[config.mk]
export PLATFORM = sky130hd
export DESIGN_NAME = alu_ctrl_mc_flat
export DESIGN_NICKNAME = d
export VERILOG_FILES = /design/src/rtl/alu_ctrl_mc_pkg.sv /design/src/rtl/alu_ctrl_mc_if.sv /design/src/rtl/alu_ctrl_mc_mul_seq.sv /design/src/rtl/alu_ctrl_mc.sv /design/src/flat_wrapper.sv
export SDC_FILE = /design/constraint.sdc
export NUM_CORES = 1
export LEC_CHECK = 0
export ABC_AREA = 0
export BUFFER_PORTS_ARGS = -buffer_cell sky130_fd_sc_hd__buf_4
export CAP_MARGIN = 10
export CORE_UTILIZATION = 40
export CTS_CLUSTER_DIAMETER = 60
export CTS_CLUSTER_SIZE = 8
export DETAILED_ROUTE_END_ITERATION = 7
export PLACE_DENSITY = 0.58
export SLEW_MARGIN = 30
export SYNTH_ARGS = -nofsm -noshare
export SYNTH_HDL_FRONTEND = slang
export SYNTH_SLANG_ARGS = --single-unit
[constraint.sdc]
create_clock -name clk_i -period 10.8 [get_ports clk_i]
set_input_delay 1.62 -clock clk_i [delete_from_list [all_inputs] [get_ports clk_i]]
set_output_delay 1.62 -clock clk_i [all_outputs]
set_load 0.01 [all_outputs]
[src/rtl/alu_ctrl_mc_pkg.sv]
// rtl/alu_ctrl_mc_pkg.sv - ALU control encodings and multiply sequencer states
package alu_ctrl_pkg;

  localparam logic [2:0] OP_RTYPE = 3'b010;
  localparam logic [2:0] OP_ADD   = 3'b110;
  localparam logic [2:0] OP_SLT   = 3'b011;
  localparam logic [2:0] OP_SUB   = 3'b001;
  localparam logic [2:0] OP_LUI   = 3'b100;
  localparam logic [2:0] OP_OR    = 3'b111;
  localparam logic [2:0] OP_BGEZ  = 3'b101;

  localparam logic [5:0] F_ADD   = 6'b100000;
  localparam logic [5:0] F_SUB   = 6'b100010;
  localparam logic [5:0] F_AND   = 6'b100100;
  localparam logic [5:0] F_OR    = 6'b100101;
  localparam logic [5:0] F_SLT   = 6'b101010;
  localparam logic [5:0] F_SLL   = 6'b000000;
  localparam logic [5:0] F_SRLV  = 6'b000110;
  localparam logic [5:0] F_MULT  = 6'b011000;
  localparam logic [5:0] F_MULTU = 6'b011001;
  localparam logic [5:0] F_MFHI  = 6'b010000;
  localparam logic [5:0] F_MFLO  = 6'b010010;

  localparam logic [3:0] C_AND  = 4'b0000;
  localparam logic [3:0] C_OR   = 4'b0001;
  localparam logic [3:0] C_ADD  = 4'b0010;
  localparam logic [3:0] C_MUL  = 4'b0011;
  localparam logic [3:0] C_LUI  = 4'b0100;
  localparam logic [3:0] C_SLL  = 4'b0101;
  localparam logic [3:0] C_SUB  = 4'b0110;
  localparam logic [3:0] C_SLT  = 4'b0111;
  localparam logic [3:0] C_MFHI = 4'b1000;
  localparam logic [3:0] C_MFLO = 4'b1001;
  localparam logic [3:0] C_SRLV = 4'b1111;

  typedef enum logic [1:0] {
    S_IDLE = 2'd0,
    S_RUN  = 2'd1,
    S_FIX  = 2'd2
  } mul_state_e;

endpackage

[src/rtl/alu_ctrl_mc_if.sv]
// rtl/alu_ctrl_mc_if.sv - execute-stage bus between pipeline and ALU controller
interface alu_ctrl_mc_if #(
  parameter int WIDTH = 32
);
  logic             valid_i;
  logic [2:0]       ALUOp_i;
  logic [5:0]       funct_i;
  logic [WIDTH-1:0] src1_i;
  logic [WIDTH-1:0] src2_i;
  logic [3:0]       ALUCtrl_o;
  logic             illegal_o;
  logic             busy_o;
  logic             done_o;
  logic [WIDTH-1:0] hi_o;
  logic [WIDTH-1:0] lo_o;

  modport master (
    output valid_i, ALUOp_i, funct_i, src1_i, src2_i,
    input  ALUCtrl_o, illegal_o, busy_o, done_o, hi_o, lo_o
  );

  modport slave (
    input  valid_i, ALUOp_i, funct_i, src1_i, src2_i,
    output ALUCtrl_o, illegal_o, busy_o, done_o, hi_o, lo_o
  );
endinterface

[src/rtl/alu_ctrl_mc_mul_seq.sv]
// rtl/alu_ctrl_mc_mul_seq.sv - iterative shift-add multiplier owning HI/LO
module mul_seq
  import alu_ctrl_pkg::*;
#(
  parameter int WIDTH = 32
) (
  input  logic             clk_i,
  input  logic             rst_i,
  input  logic             start_i,
  input  logic             signed_i,
  input  logic [WIDTH-1:0] src1_i,
  input  logic [WIDTH-1:0] src2_i,
  output logic             idle_o,
  output logic             done_o,
  output logic [WIDTH-1:0] hi_o,
  output logic [WIDTH-1:0] lo_o
);
  localparam int CNT_W = $clog2(WIDTH + 1);

  mul_state_e       state_q;
  logic [CNT_W-1:0] cnt_q;
  logic [WIDTH-1:0] mcand_q, acc_q, mplr_q, hi_q, lo_q;
  logic             neg_q, done_q;

  logic [WIDTH-1:0]   mag1_d, mag2_d;
  logic [WIDTH:0]     sum_d;
  logic [2*WIDTH-1:0] prod_d;

  // Magnitudes fit W unsigned bits, including the most-negative operand.
  always_comb begin
    mag1_d = (signed_i && src1_i[WIDTH-1]) ? (~src1_i + 1'b1) : src1_i;
    mag2_d = (signed_i && src2_i[WIDTH-1]) ? (~src2_i + 1'b1) : src2_i;
    sum_d  = {1'b0, acc_q} + (mplr_q[0] ? {1'b0, mcand_q} : '0);
    prod_d = neg_q ? (~{acc_q, mplr_q} + 1'b1) : {acc_q, mplr_q};
  end

  always_ff @(posedge clk_i or posedge rst_i) begin
    if (rst_i) begin
      state_q <= S_IDLE;
      cnt_q   <= '0;
      mcand_q <= '0;
      acc_q   <= '0;
      mplr_q  <= '0;
      neg_q   <= 1'b0;
      hi_q    <= '0;
      lo_q    <= '0;
      done_q  <= 1'b0;
    end else begin
      done_q <= 1'b0;
      case (state_q)
        S_IDLE: if (start_i) begin
          mcand_q <= mag1_d;
          mplr_q  <= mag2_d;
          acc_q   <= '0;
          neg_q   <= signed_i & (src1_i[WIDTH-1] ^ src2_i[WIDTH-1]);
          cnt_q   <= CNT_W'(WIDTH);
          state_q <= S_RUN;
        end
        S_RUN: begin
          {acc_q, mplr_q} <= {sum_d, mplr_q[WIDTH-1:1]};
          cnt_q           <= cnt_q - CNT_W'(1);
          if (cnt_q == CNT_W'(1)) state_q <= S_FIX;
        end
        S_FIX: begin
          {hi_q, lo_q} <= prod_d;
          done_q       <= 1'b1;
          state_q      <= S_IDLE;
        end
        default: state_q <= S_IDLE;
      endcase
    end
  end

  assign idle_o = (state_q == S_IDLE);
  assign done_o = done_q;
  assign hi_o   = hi_q;
  assign lo_o   = lo_q;
endmodule

[src/rtl/alu_ctrl_mc.sv]
// rtl/alu_ctrl_mc.sv - ALU control decode with multi-cycle mult/multu and stall
module alu_ctrl_mc
  import alu_ctrl_pkg::*;
#(
  parameter int WIDTH = 32
) (
  input  logic         clk_i,
  input  logic         rst_i,
  alu_ctrl_mc_if.slave bus
);
  logic [3:0] ctrl_d;
  logic       known_d, is_mul_d, start_d, idle_d;

  always_comb begin
    ctrl_d  = C_AND;
    known_d = 1'b1;
    case (bus.ALUOp_i)
      OP_RTYPE: begin
        case (bus.funct_i)
          F_ADD:   ctrl_d = C_ADD;
          F_SUB:   ctrl_d = C_SUB;
          F_AND:   ctrl_d = C_AND;
          F_OR:    ctrl_d = C_OR;
          F_SLT:   ctrl_d = C_SLT;
          F_SLL:   ctrl_d = C_SLL;
          F_SRLV:  ctrl_d = C_SRLV;
          F_MULT:  ctrl_d = C_MUL;
          F_MULTU: ctrl_d = C_MUL;
          F_MFHI:  ctrl_d = C_MFHI;
          F_MFLO:  ctrl_d = C_MFLO;
          default: known_d = 1'b0;
        endcase
      end
      OP_ADD:  ctrl_d = C_ADD;
      OP_SLT:  ctrl_d = C_SLT;
      OP_SUB:  ctrl_d = C_SUB;
      OP_LUI:  ctrl_d = C_LUI;
      OP_OR:   ctrl_d = C_OR;
      OP_BGEZ: ctrl_d = C_MUL;
      default: known_d = 1'b0;
    endcase
  end

  // bgez shares code 0011 with mult but must never launch the sequencer.
  assign is_mul_d = (bus.ALUOp_i == OP_RTYPE) &&
                    ((bus.funct_i == F_MULT) || (bus.funct_i == F_MULTU));
  assign start_d  = bus.valid_i & is_mul_d & idle_d;

  assign bus.ALUCtrl_o = ctrl_d;
  assign bus.illegal_o = bus.valid_i & ~known_d;
  assign bus.busy_o    = start_d | ~idle_d;

  mul_seq #(.WIDTH(WIDTH)) u_mul_seq (
    .clk_i    (clk_i),
    .rst_i    (rst_i),
    .start_i  (start_d),
    .signed_i (bus.funct_i == F_MULT),
    .src1_i   (bus.src1_i),
    .src2_i   (bus.src2_i),
    .idle_o   (idle_d),
    .done_o   (bus.done_o),
    .hi_o     (bus.hi_o),
    .lo_o     (bus.lo_o)
  );
endmodule

[src/flat_wrapper.sv]
// flat-port wrapper written by rule: the top's interface ports become plain ports
module alu_ctrl_mc_flat import alu_ctrl_pkg::*;
#(
  parameter int WIDTH = 32
)
  (clk_i, rst_i, bus_valid_i, bus_ALUOp_i, bus_funct_i, bus_src1_i, bus_src2_i, bus_ALUCtrl_o, bus_illegal_o, bus_busy_o, bus_done_o, bus_hi_o, bus_lo_o);
  alu_ctrl_mc_if #(.WIDTH(WIDTH)) bus_i ();
  input  logic clk_i;
  input  logic rst_i;
  input wire logic [$bits(bus_i.valid_i)-1:0] bus_valid_i;
  input wire logic [$bits(bus_i.ALUOp_i)-1:0] bus_ALUOp_i;
  input wire logic [$bits(bus_i.funct_i)-1:0] bus_funct_i;
  input wire logic [$bits(bus_i.src1_i)-1:0] bus_src1_i;
  input wire logic [$bits(bus_i.src2_i)-1:0] bus_src2_i;
  output wire logic [$bits(bus_i.ALUCtrl_o)-1:0] bus_ALUCtrl_o;
  output wire logic [$bits(bus_i.illegal_o)-1:0] bus_illegal_o;
  output wire logic [$bits(bus_i.busy_o)-1:0] bus_busy_o;
  output wire logic [$bits(bus_i.done_o)-1:0] bus_done_o;
  output wire logic [$bits(bus_i.hi_o)-1:0] bus_hi_o;
  output wire logic [$bits(bus_i.lo_o)-1:0] bus_lo_o;
  assign bus_i.valid_i = bus_valid_i;
  assign bus_i.ALUOp_i = bus_ALUOp_i;
  assign bus_i.funct_i = bus_funct_i;
  assign bus_i.src1_i = bus_src1_i;
  assign bus_i.src2_i = bus_src2_i;
  assign bus_ALUCtrl_o = bus_i.ALUCtrl_o;
  assign bus_illegal_o = bus_i.illegal_o;
  assign bus_busy_o = bus_i.busy_o;
  assign bus_done_o = bus_i.done_o;
  assign bus_hi_o = bus_i.hi_o;
  assign bus_lo_o = bus_i.lo_o;
  alu_ctrl_mc #(.WIDTH(WIDTH)) u_core (.clk_i(clk_i), .rst_i(rst_i), .bus(bus_i));
endmodule
==> metrics.txt, run 1 <==
status finished, final reports clean; Final Cycle Share 0.424; synthesized net count 1461; via count 10100; Total Routing Usage GR 0.217; RSZ-0062 raised after global routing no; vias in the first global route 9194; Die X 170 um; Async SR Flop Fraction 1.00; Pwr Density 116 mW/mm2; leading cell type in the layout, fill and taps excluded o21ai_0; Hold WC Path Type flip-flop to flip-flop; Max stage delay on crit path 0.39 ns; worst setup path category input port to output pin; part of the power in the clock network 0.394; crit path max-delay cell type a2111oi_0; Setup Total Neg Slack 0 ns; I/O Buffers 146; 1st-iter DRT viols 646; crit-path cells buf_4 > nor2_1 > mux2_2 > nand2_1 > a2111oi_0 > nor2_1 > o21ai_0 > buf_4; Post-CTS Setup Bufs 0; Synth top area share 0.377; H-tree Lvls 4; GR Layer Usage met1 0.340; sequential share of power 0.478; layout cells sized above 1 0.146; Synth area leader dfrtp_1; Power Internal 1.07 mW; top_reg_cell synth dfrtp_1; pre-CTS setup slack 6.15 ns; CTS root buf clkbuf_16; Slew Limit Fails 0; Vias/cell 5.46; post-DP HPWL 23.3 mm; Post-synth EDFFs 0; Worst slew margin 0.359; number of max-cap violations 0; die area 0.0289 mm2; FP Rows 61; largest net degree at the start of global routing 113; skew final 0.00892 ns; Critical Path Start Type input port; Synth area leaders dfrtp_1, o21ai_0, xor2_1; hold buffer count at CTS 0; DRT Pass-1 Iters 5; post_cts resized 0; CP arrival 2.96 ns; CTS tree yes; post-synthesis cell count 1347; Clock Latency Late Sink 0.43 ns; Clock Sinks 170; hold path start u_core.u_mul_seq.mcand_q[3]$_DFFE_PP0P_; Comb pwr share 0.128; Worst-Margin Slew 0.954 ns; Period minus WS final 4.58 ns; GRT met2 Usage 0.307; GR Layer Usage met3 0.0305; worst hold path depth 2; reg-to-reg startpoint u_core.u_mul_seq.mplr_q[0]$_DFFE_PP0P_; Lkg Pwr 5.99 nW; Routed wire per std cell 16.8 um; global-route wire length before repair 49.7 mm; drt drc 0; WP data required 9.18 ns; PnR worst setup slack 6.22 ns; Sw Share 0.305; fin nets 1563; n_diodes 0; worst vdd ir 0.103 mV; Num CTS Buffers 17; CP startpoint bus_funct_i[3]; Final setup violation count 0; Top-Level Pins 147; initial antenna violation count 0; fmax 219 MHz; Top Usage Layer GRT met1; CTS Buffer Depth 2; yosys warns 0; core area 0.0278 mm2; Routed Wire Length 31.0 mm; remaining antenna violation count 0; most frequent cells in the layout o21ai_0, nand2_1, dfrtp_1, buf_4, xor2_1; Hold WS 0.474 ns; Synth cell types 71; gpl congestion 0.908; #FFs+latches synth 170; critical path peak fanout 8; Avg Cell Area, Syn 8.37 um2; Clk pin slew, worst setup/hold paths 0.07 ns; final hold violations 0; switching power 0.471 mW; Remaining Overflow, GRT 0; starting density of the core 0.406; r2r worst-path depth 12; register area share after synthesis 0.377; die span in y 170 um; Worst Setup End Kind output pin; Post-Syn Area 0.0113 mm2; Area Overhead vs Synth 17.5%
## through the flow
stage	area (um2)	total power [mW]	util	cells
after global routing	13300	1.62	0.477	1840
final	13300	1.54	0.477	1840
after global placement	12700	0.942	0.456	1808
after floorplan	11300	0.851	-	1347
after CTS	13300	1.56	0.477	1840
after detailed placement	12700	0.946	0.456	1808
## cell usage after synthesis (all sizes together), types with 5 or more instances
cell type / instances
a22oi: 29
nor4: 18
inv: 31
xnor2: 42
nand3: 31
o22ai: 10
o21ai: 206
a21boi: 5
nor2: 72
nand4: 15
or4: 17
nand2: 195
a31oi: 10
o41ai: 10
and2: 37
dfrtp: 170
nand2b: 9
o211ai: 7
and3: 5
or3: 14
ha: 37
a21o: 8
nor3: 23
a21oi: 64
clkbuf: 68
nand3b: 6
or2: 6
xor2: 101
o31ai: 38
## logic make-up (layout without fill, tap and decap cells)
kind of cell / Yosys count / count (layout) / share of synthesized area
AO/OA/AOI/OAI: 425 / 425 / 0.228
XOR/XNOR: 143 / 143 / 0.111
adder cells (fa/ha/maj): 38 / 38 / 0.0428
buffers and inverters: 105 / 220 / 0.0352
flip-flops: 170 / 170 / 0.377
multiplexers: 5 / 5 / 0.00466
AND/OR/NAND/NOR: 461 / 461 / 0.201
## flip-flops by register name, summed over array words and instances (netlist names)
| signal | count |
|---|---|
| u_core.u_mul_seq.neg_q | 1 |
| u_core.u_mul_seq.state_q | 2 |
| u_core.u_mul_seq.mplr_q | 32 |
| u_core.u_mul_seq.done_o | 1 |
| u_core.u_mul_seq.mcand_q | 32 |
| u_core.u_mul_seq.lo_o | 32 |
| u_core.u_mul_seq.hi_o | 32 |
| u_core.u_mul_seq.acc_q | 32 |
| u_core.u_mul_seq.cnt_q | 6 |
## metal layers
layer / wire length (um) / vias to the layer above
met4: 408 / 0
met5: 0 / -
met1: 16000 / 4679
met3: 1780 / 30
met2: 12800 / 290
li1: - / 5051
## worst paths after layout
check	endpoint	slack (ns)
setup / recovery	bus_ALUCtrl_o[2]	6.22
hold / removal	u_core.u_mul_seq.mcand_q[3]$_DFFE_PP0P_	0.47
setup reg to reg	u_core.u_mul_seq.acc_q[23]$_DFFE_PP0P_	7.31
hold reg to reg	u_core.u_mul_seq.mcand_q[3]$_DFFE_PP0P_	0.47
max in group asynchronous	u_core.u_mul_seq.acc_q[17]$_DFFE_PP0P_	8.18
min in group asynchronous	u_core.u_mul_seq.lo_o[24]$_DFFE_PP0P_	1.34
## worst max-delay path: cells and delay by family
| kind | cells | cell delay [ns] |
|---|---|---|
| compound gates | 2 | 0.55 |
| buf+inv | 2 | 0.28 |
| mux | 1 | 0.20 |
| simple gates | 3 | 0.30 |
## area by class of cell
cell class | count | area, um2
sequential | 170 | 4250
fill | 2801 | 14500
clock buffer | 17 | 425
multi-input combinational | 1072 | 6650
tap | 378 | 473
timing repair buffer | 155 | 1160
clock inverter | 15 | 155
inverter | 33 | 131
## power by group through the flow
stage | Combinational (mW) | Clock (mW) | Sequential [mW]
floorplan | 0.126 | 0 | 0.726
global placement | 0.196 | 0 | 0.746
detailed placement | 0.199 | 0 | 0.747
CTS | 0.200 | 0.621 | 0.735
global route | 0.224 | 0.649 | 0.744
finish | 0.197 | 0.608 | 0.738
Note: power is estimated with default switching activity, not from simulation.
==> run 2, diff against run 1 <==
clock period = 4.6 ns   (was 10.8 ns; I/O delays follow)
==> run 2 against run 1 <==
Against the previous run:
- count of clock-buffer cells in the layout is the same
- sequential cell count unchanged
- register-to-register slack worse by 6.3 ns
- sequential power increased by 140%
- sequential share of layout area decreased by 0.11 points
- combinational power increased by 130%
- global-route usage up 0.52 points
==> metrics.txt, run 2 (synthesis gave the netlist of run 1 again) <==
GR Layer Usage met3 0.0333; Final setup violation count 0; RSZ-0062 raised after global routing no; n_diodes 0; worst vdd ir 0.235 mV; Top Usage Layer GRT met1; fin nets 1564; post-route cell area 0.0133 mm2; post_cts resized 0; vias in the first global route 9257; Routed wire per std cell 17.2 um; WP data required 4.95 ns; core area 0.0278 mm2; CTS tree yes; CTS Buffer Depth 2; via count 10200; Die X 170 um; initial antenna violation count 0; Worst-Margin Slew 0.929 ns; Area Overhead vs Synth 18.0%; layout cells sized above 1 0.146; FP Rows 61; final hold violations 0; hold buffer count at CTS 0; GR Layer Usage met1 0.354; H-tree Lvls 4; Hold WS 0.331 ns; remaining antenna violation count 0; Final Cycle Share 0.783; Top-Level Pins 147; Setup Total Neg Slack 0 ns; worst setup path category flip-flop to flip-flop; number of max-cap violations 0; Remaining Overflow, GRT 0; Worst Setup End Kind flip-flop; Num CTS Buffers 17; Clock Sinks 170; drt drc 0; starting density of the core 0.406; 1st-iter DRT viols 754; sequential share of power 0.483; Pwr Density 271 mW/mm2; post-DP HPWL 23.6 mm; Critical Path Start Type flip-flop; leading cell type in the layout, fill and taps excluded o21ai_0; CTS root buf clkbuf_16; switching power 1.09 mW; Vias/cell 5.55; Area after DPL 0.0127 mm2; fmax 278 MHz; global-route wire length before repair 50.6 mm; GRT met2 Usage 0.309; Clock Latency Late Sink 0.43 ns; Sw Share 0.303; Comb pwr share 0.126; skew final 0.00776 ns; gpl congestion 0.898; die area 0.0289 mm2; Post-CTS Setup Bufs 0; Routed Wire Length 31.6 mm; area occupied by registers 0.00425 mm2; Clk pin slew, worst setup/hold paths 0.07 ns; Total Routing Usage GR 0.222; CP arrival 3.95 ns; Hold WC Path Type input port to asynchronous set/reset pin; I/O Buffers 146; part of the power in the clock network 0.390; most frequent cells in the layout o21ai_0, nand2_1, dfrtp_1, buf_4, xor2_1; die span in y 170 um; Core Util, Final 0.479; Slew Limit Fails 0; Period minus WS final 3.60 ns; Worst slew margin 0.381; Power Internal 2.51 mW; critical path peak fanout 37; # fillers 2779; DRT Pass-1 Iters 5; Lkg Pwr 6.01 nW; Multi-input gate area 0.00665 mm2; largest net degree at the start of global routing 171; status finished, final reports clean
## run 2: cell count changes in the layout (fill, tap and decap cells not counted)
cell	previous run	this run
buf_12	0	2
buf_4	155	153
inv_6	3	5
inv_8	4	2
buf_16	0	1
clkinv_4	3	2
clkinvlp_4	2	3
## run 2: per-layer routing
layer | routed length, um | vias up
met5 | 0 | -
met4 | 423 | 0
met3 | 1820 | 30
met2 | 13100 | 323
met1 | 16300 | 4802
li1 | - | 5060
## run 2: final cells by class
cell class                      instances  share of cell area
Clock inverter                         15              0.0115
Timing Repair Buffer                  156              0.0914
Tap cell                              378              0.0356
Sequential cell                       170               0.320
Clock buffer                           17              0.0320
Inverter                               33             0.00960
Multi-Input combinational cell       1072               0.500
## run 2: critical path: stages (launching register included)
cell	delay, ns
dfrtp_1	0.95
and2_1	0.23
ha_1	0.19
inv_1	0.07
fa_1	0.41
nor2b_1	0.17
o31a_1	0.24
o2111ai_1	0.19
a21boi_0	0.35
o21ai_0	0.31
xor2_1	0.23
o21ai_0	0.16
## run 2: power groups by stage
stage | Clock, mW | Sequential [mW] | Combinational [mW]
finish | 1.41 | 1.74 | 0.456
global route | 1.51 | 1.76 | 0.520
CTS | 1.45 | 1.74 | 0.457
detailed placement | 0 | 1.77 | 0.455
global placement | 0 | 1.76 | 0.450
floorplan | 0 | 1.70 | 0.295
## run 2: stage by stage
| stage | setup WS [ns] | std cells | power, mW |
|---|---|---|---|
| global placement | 1.18 | 1808 | 2.21 |
| global route | 0.698 | 1841 | 3.79 |
| finish | 0.997 | 1841 | 3.61 |
| detailed placement | 1.04 | 1808 | 2.22 |
| floorplan | 1.74 | 1347 | 2.00 |
| CTS | 1.01 | 1840 | 3.64 |
## run 2: worst paths after layout
kind                                                       endpoint                                startpoint  slack [ns]  depth (start not counted)
setup / recovery             u_core.u_mul_seq.acc_q[23]$_DFFE_PP0P_    u_core.u_mul_seq.mplr_q[0]$_DFFE_PP0P_         1.0                         11
hold / removal                u_core.u_mul_seq.lo_o[12]$_DFFE_PP0P_                                     rst_i        0.33                          3
setup reg to reg             u_core.u_mul_seq.acc_q[23]$_DFFE_PP0P_    u_core.u_mul_seq.mplr_q[0]$_DFFE_PP0P_         1.0                         11
hold reg to reg            u_core.u_mul_seq.mcand_q[18]$_DFFE_PP0P_  u_core.u_mul_seq.mcand_q[18]$_DFFE_PP0P_        0.47                          2
max in group asynchronous     u_core.u_mul_seq.acc_q[5]$_DFFE_PP0P_                                     rst_i        3.37                          4
min in group clk_i         u_core.u_mul_seq.mcand_q[18]$_DFFE_PP0P_  u_core.u_mul_seq.mcand_q[18]$_DFFE_PP0P_        0.47                          2
==> run 3, diff against run 2 <==
ABC_AREA = 1   (was 0)
PLACE_DENSITY = 0.57   (was 0.58)
clock period = 3.6 ns   (was 4.6 ns; I/O delays follow)
==> run 3 against run 2 <==
Against the previous run:
- largest power group unchanged
- highest routed layer unchanged
- count of clock-buffer cells in the layout is the same
- sequential power grew 18%
- die area grew 17%
- clock skew grew 0.012 ns
- combinational power grew 22%
- critical path depth grew 2
- first-iteration DRC count grew 72%
- synthesized area grew 17%
- critical endpoint is now u_core.u_mul_seq.acc_q[28]$_DFFE_PP0P_
- wire length grew 32%
- via count grew 34%
==> metrics.txt, run 3 <==
status finished, final reports clean; Worst-Margin Slew 0.833 ns; #FFs+latches synth 170; PnR worst setup slack 1.08 ns; RSZ-0062 raised after global routing no; via count 13700; post-DP HPWL 32.8 mm; final hold violations 0; remaining antenna violation count 0; Clock Sinks 170; most frequent cells in the layout nand2_1, inv_1, nor2_1, nand3_1, dfrtp_1; worst vdd ir 0.309 mV; most frequent cell after synthesis nand2_1; Avg Cell Area, Syn 6.13 um2; FP Rows 66; Period minus WS final 2.52 ns; number of max-cap violations 0; crit-path cells buf_4 > nand2_1 > inv_1 > ha_1 > or2_2 > nand3_1 > nand2_1 > nand2_1 > nand2_1 > nand2_1 > nand3_1 > nand3_1 > nand2_1; Clk pin slew, worst setup/hold paths 0.08 ns; Async SR Flop Fraction 1.00; Area Overhead vs Synth 16.1%; Lkg Pwr 8.57 nW; final cell count without fillers 2732; Synth top area share 0.322; post_cts resized 0; worst setup path category flip-flop to flip-flop; hold buffer count at CTS 1; yosys warns 0; cell mode on critical path nand2_1; Final Cycle Share 0.700; fmax 397 MHz; synthesized net count 2268; critical path peak fanout 30; Max stage delay on crit path 0.40 ns; Total Routing Usage GR 0.253; Top-Level Pins 147; Vias/cell 5.01; leading cell type in the layout, fill and taps excluded nand2_1; initial antenna violation count 0; H-tree Lvls 4; Post-Syn Area 0.0132 mm2; gpl congestion 0.909; DRT Pass-1 Iters 7; Pwr Density 295 mW/mm2; Hold WC Path Type input port to flip-flop; Synth area leader dfrtp_1; Critical Path Start Type flip-flop; largest net degree at the start of global routing 93; Setup Total Neg Slack 0 ns; crit path max-delay cell type dfrtp_1; Worst slew margin 0.445; Post-synth EDFFs 0; post-synthesis cell count 2154; total power 4.52 mW; core area 0.0325 mm2; CTS Buffer Depth 2; Routed Wire Length 41.6 mm; fin nets 2391; Placed Cells incl. Taps 2699; Worst Setup End Kind flip-flop; n_diodes 0; Num CTS Buffers 17; Synth area leaders dfrtp_1, nand2_1, nand3_1; die area 0.0337 mm2; 1st-iter DRT viols 1294; die span in y 184 um; Commonest cells post-synth nand2_1, inv_1, nor2_1; drt drc 0; Post-CTS Setup Bufs 0; WP data required 3.94 ns; register area share after synthesis 0.322; Die X 184 um; Remaining Overflow, GRT 0; global-route wire length before repair 66.7 mm; CTS tree yes; starting density of the core 0.406; vias in the first global route 12500; top_reg_cell synth dfrtp_1; Routed wire per std cell 15.2 um; Slew Limit Fails 0; layout cells sized above 1 0.0956; Clock Latency Late Sink 0.46 ns; I/O Buffers 146; Final setup violation count 0; CTS root buf clkbuf_16; Synth cell types 45; skew final 0.0199 ns; CP arrival 2.86 ns; pre-CTS setup slack 1.13 ns
==> run 3: changes by cell type in the layout (fill, tap and decap cells not counted), sizes merged, moves of 39 or more <==
cell   delta
xor2     -59
o21ai    -89
nand3   +193
nor2    +179
nand2   +587
xnor2    -39
inv     +275
==> run 3: through the flow <==
stage / hold WS, ns / cell area (um2) / utilization
final: 0.374 / 15300 / 0.471
after global routing: 0.367 / 15300 / 0.471
after CTS: 0.354 / 15300 / 0.471
after detailed placement: 0.449 / 14700 / 0.452
after global placement: 0.448 / 14700 / 0.452
after floorplan: 0.449 / 13200 / -
==> run 3: critical path: cells and delay by family, from the launching register on <==
family,cells,cell delay [ns]
flops,1,0.40
buf+inv,2,0.39
fa+ha+maj,1,0.30
simple gates,10,1.30
==> run 3: final timing paths <==
check / from / cells after the start / end / slack [ns]
setup reg to reg: u_core.u_mul_seq.mplr_q[0]$_DFFE_PP0P_ / 13 / u_core.u_mul_seq.acc_q[28]$_DFFE_PP0P_ / 1.08
min in group asynchronous: rst_i / 3 / u_core.u_mul_seq.hi_o[26]$_DFFE_PP0P_ / 0.54
max in group asynchronous: rst_i / 4 / u_core.u_mul_seq.neg_q$_DFFE_PP0P_ / 2.03
hold reg to reg: u_core.u_mul_seq.hi_o[11]$_DFFE_PP0P_ / 2 / u_core.u_mul_seq.hi_o[11]$_DFFE_PP0P_ / 0.48
setup / recovery: u_core.u_mul_seq.mplr_q[0]$_DFFE_PP0P_ / 13 / u_core.u_mul_seq.acc_q[28]$_DFFE_PP0P_ / 1.08
hold / removal: bus_src1_i[24] / 4 / u_core.u_mul_seq.mcand_q[24]$_DFFE_PP0P_ / 0.37
==> run 3: cell families (layout without fill, tap and decap cells) <==
family | Yosys count | in the layout | synth area share
AOI/OAI and AO/OA | 209 | 209 | 0.0887
adders and majority gates | 38 | 38 | 0.0366
and+or+nand+nor | 1331 | 1331 | 0.416
DFF | 170 | 170 | 0.322
buffers and inverters | 361 | 497 | 0.106
xor gates and xnor gates | 45 | 45 | 0.0299
==> run 3: area by class of cell <==
type	instances	area (um2)
clock buffers	17	425
well taps	442	553
multi-input cells	1623	7550
fillers	3553	17200
flip-flops and latches	170	4260
repair buffers	160	1200
inverters	305	1150
clock inverters	15	186
==> run 3: layer usage <==
metal / global-route usage / share of wire
met3: 0.0487 / 0.069
met2: 0.366 / 0.41
met4: 0.0647 / 0.019
met1: 0.381 / 0.50
met5: 0 / 0
==> run 3: where the power goes <==
group | leakage [nW] | total, mW | switching (mW) | internal (mW)
Combinational | 5.98 | 0.555 | 0.348 | 0.207
Clock | 0.298 | 1.92 | 0.965 | 0.951
Sequential | 2.29 | 2.05 | 0.0885 | 1.96
Total | 8.57 | 4.52 | 1.40 | 3.12
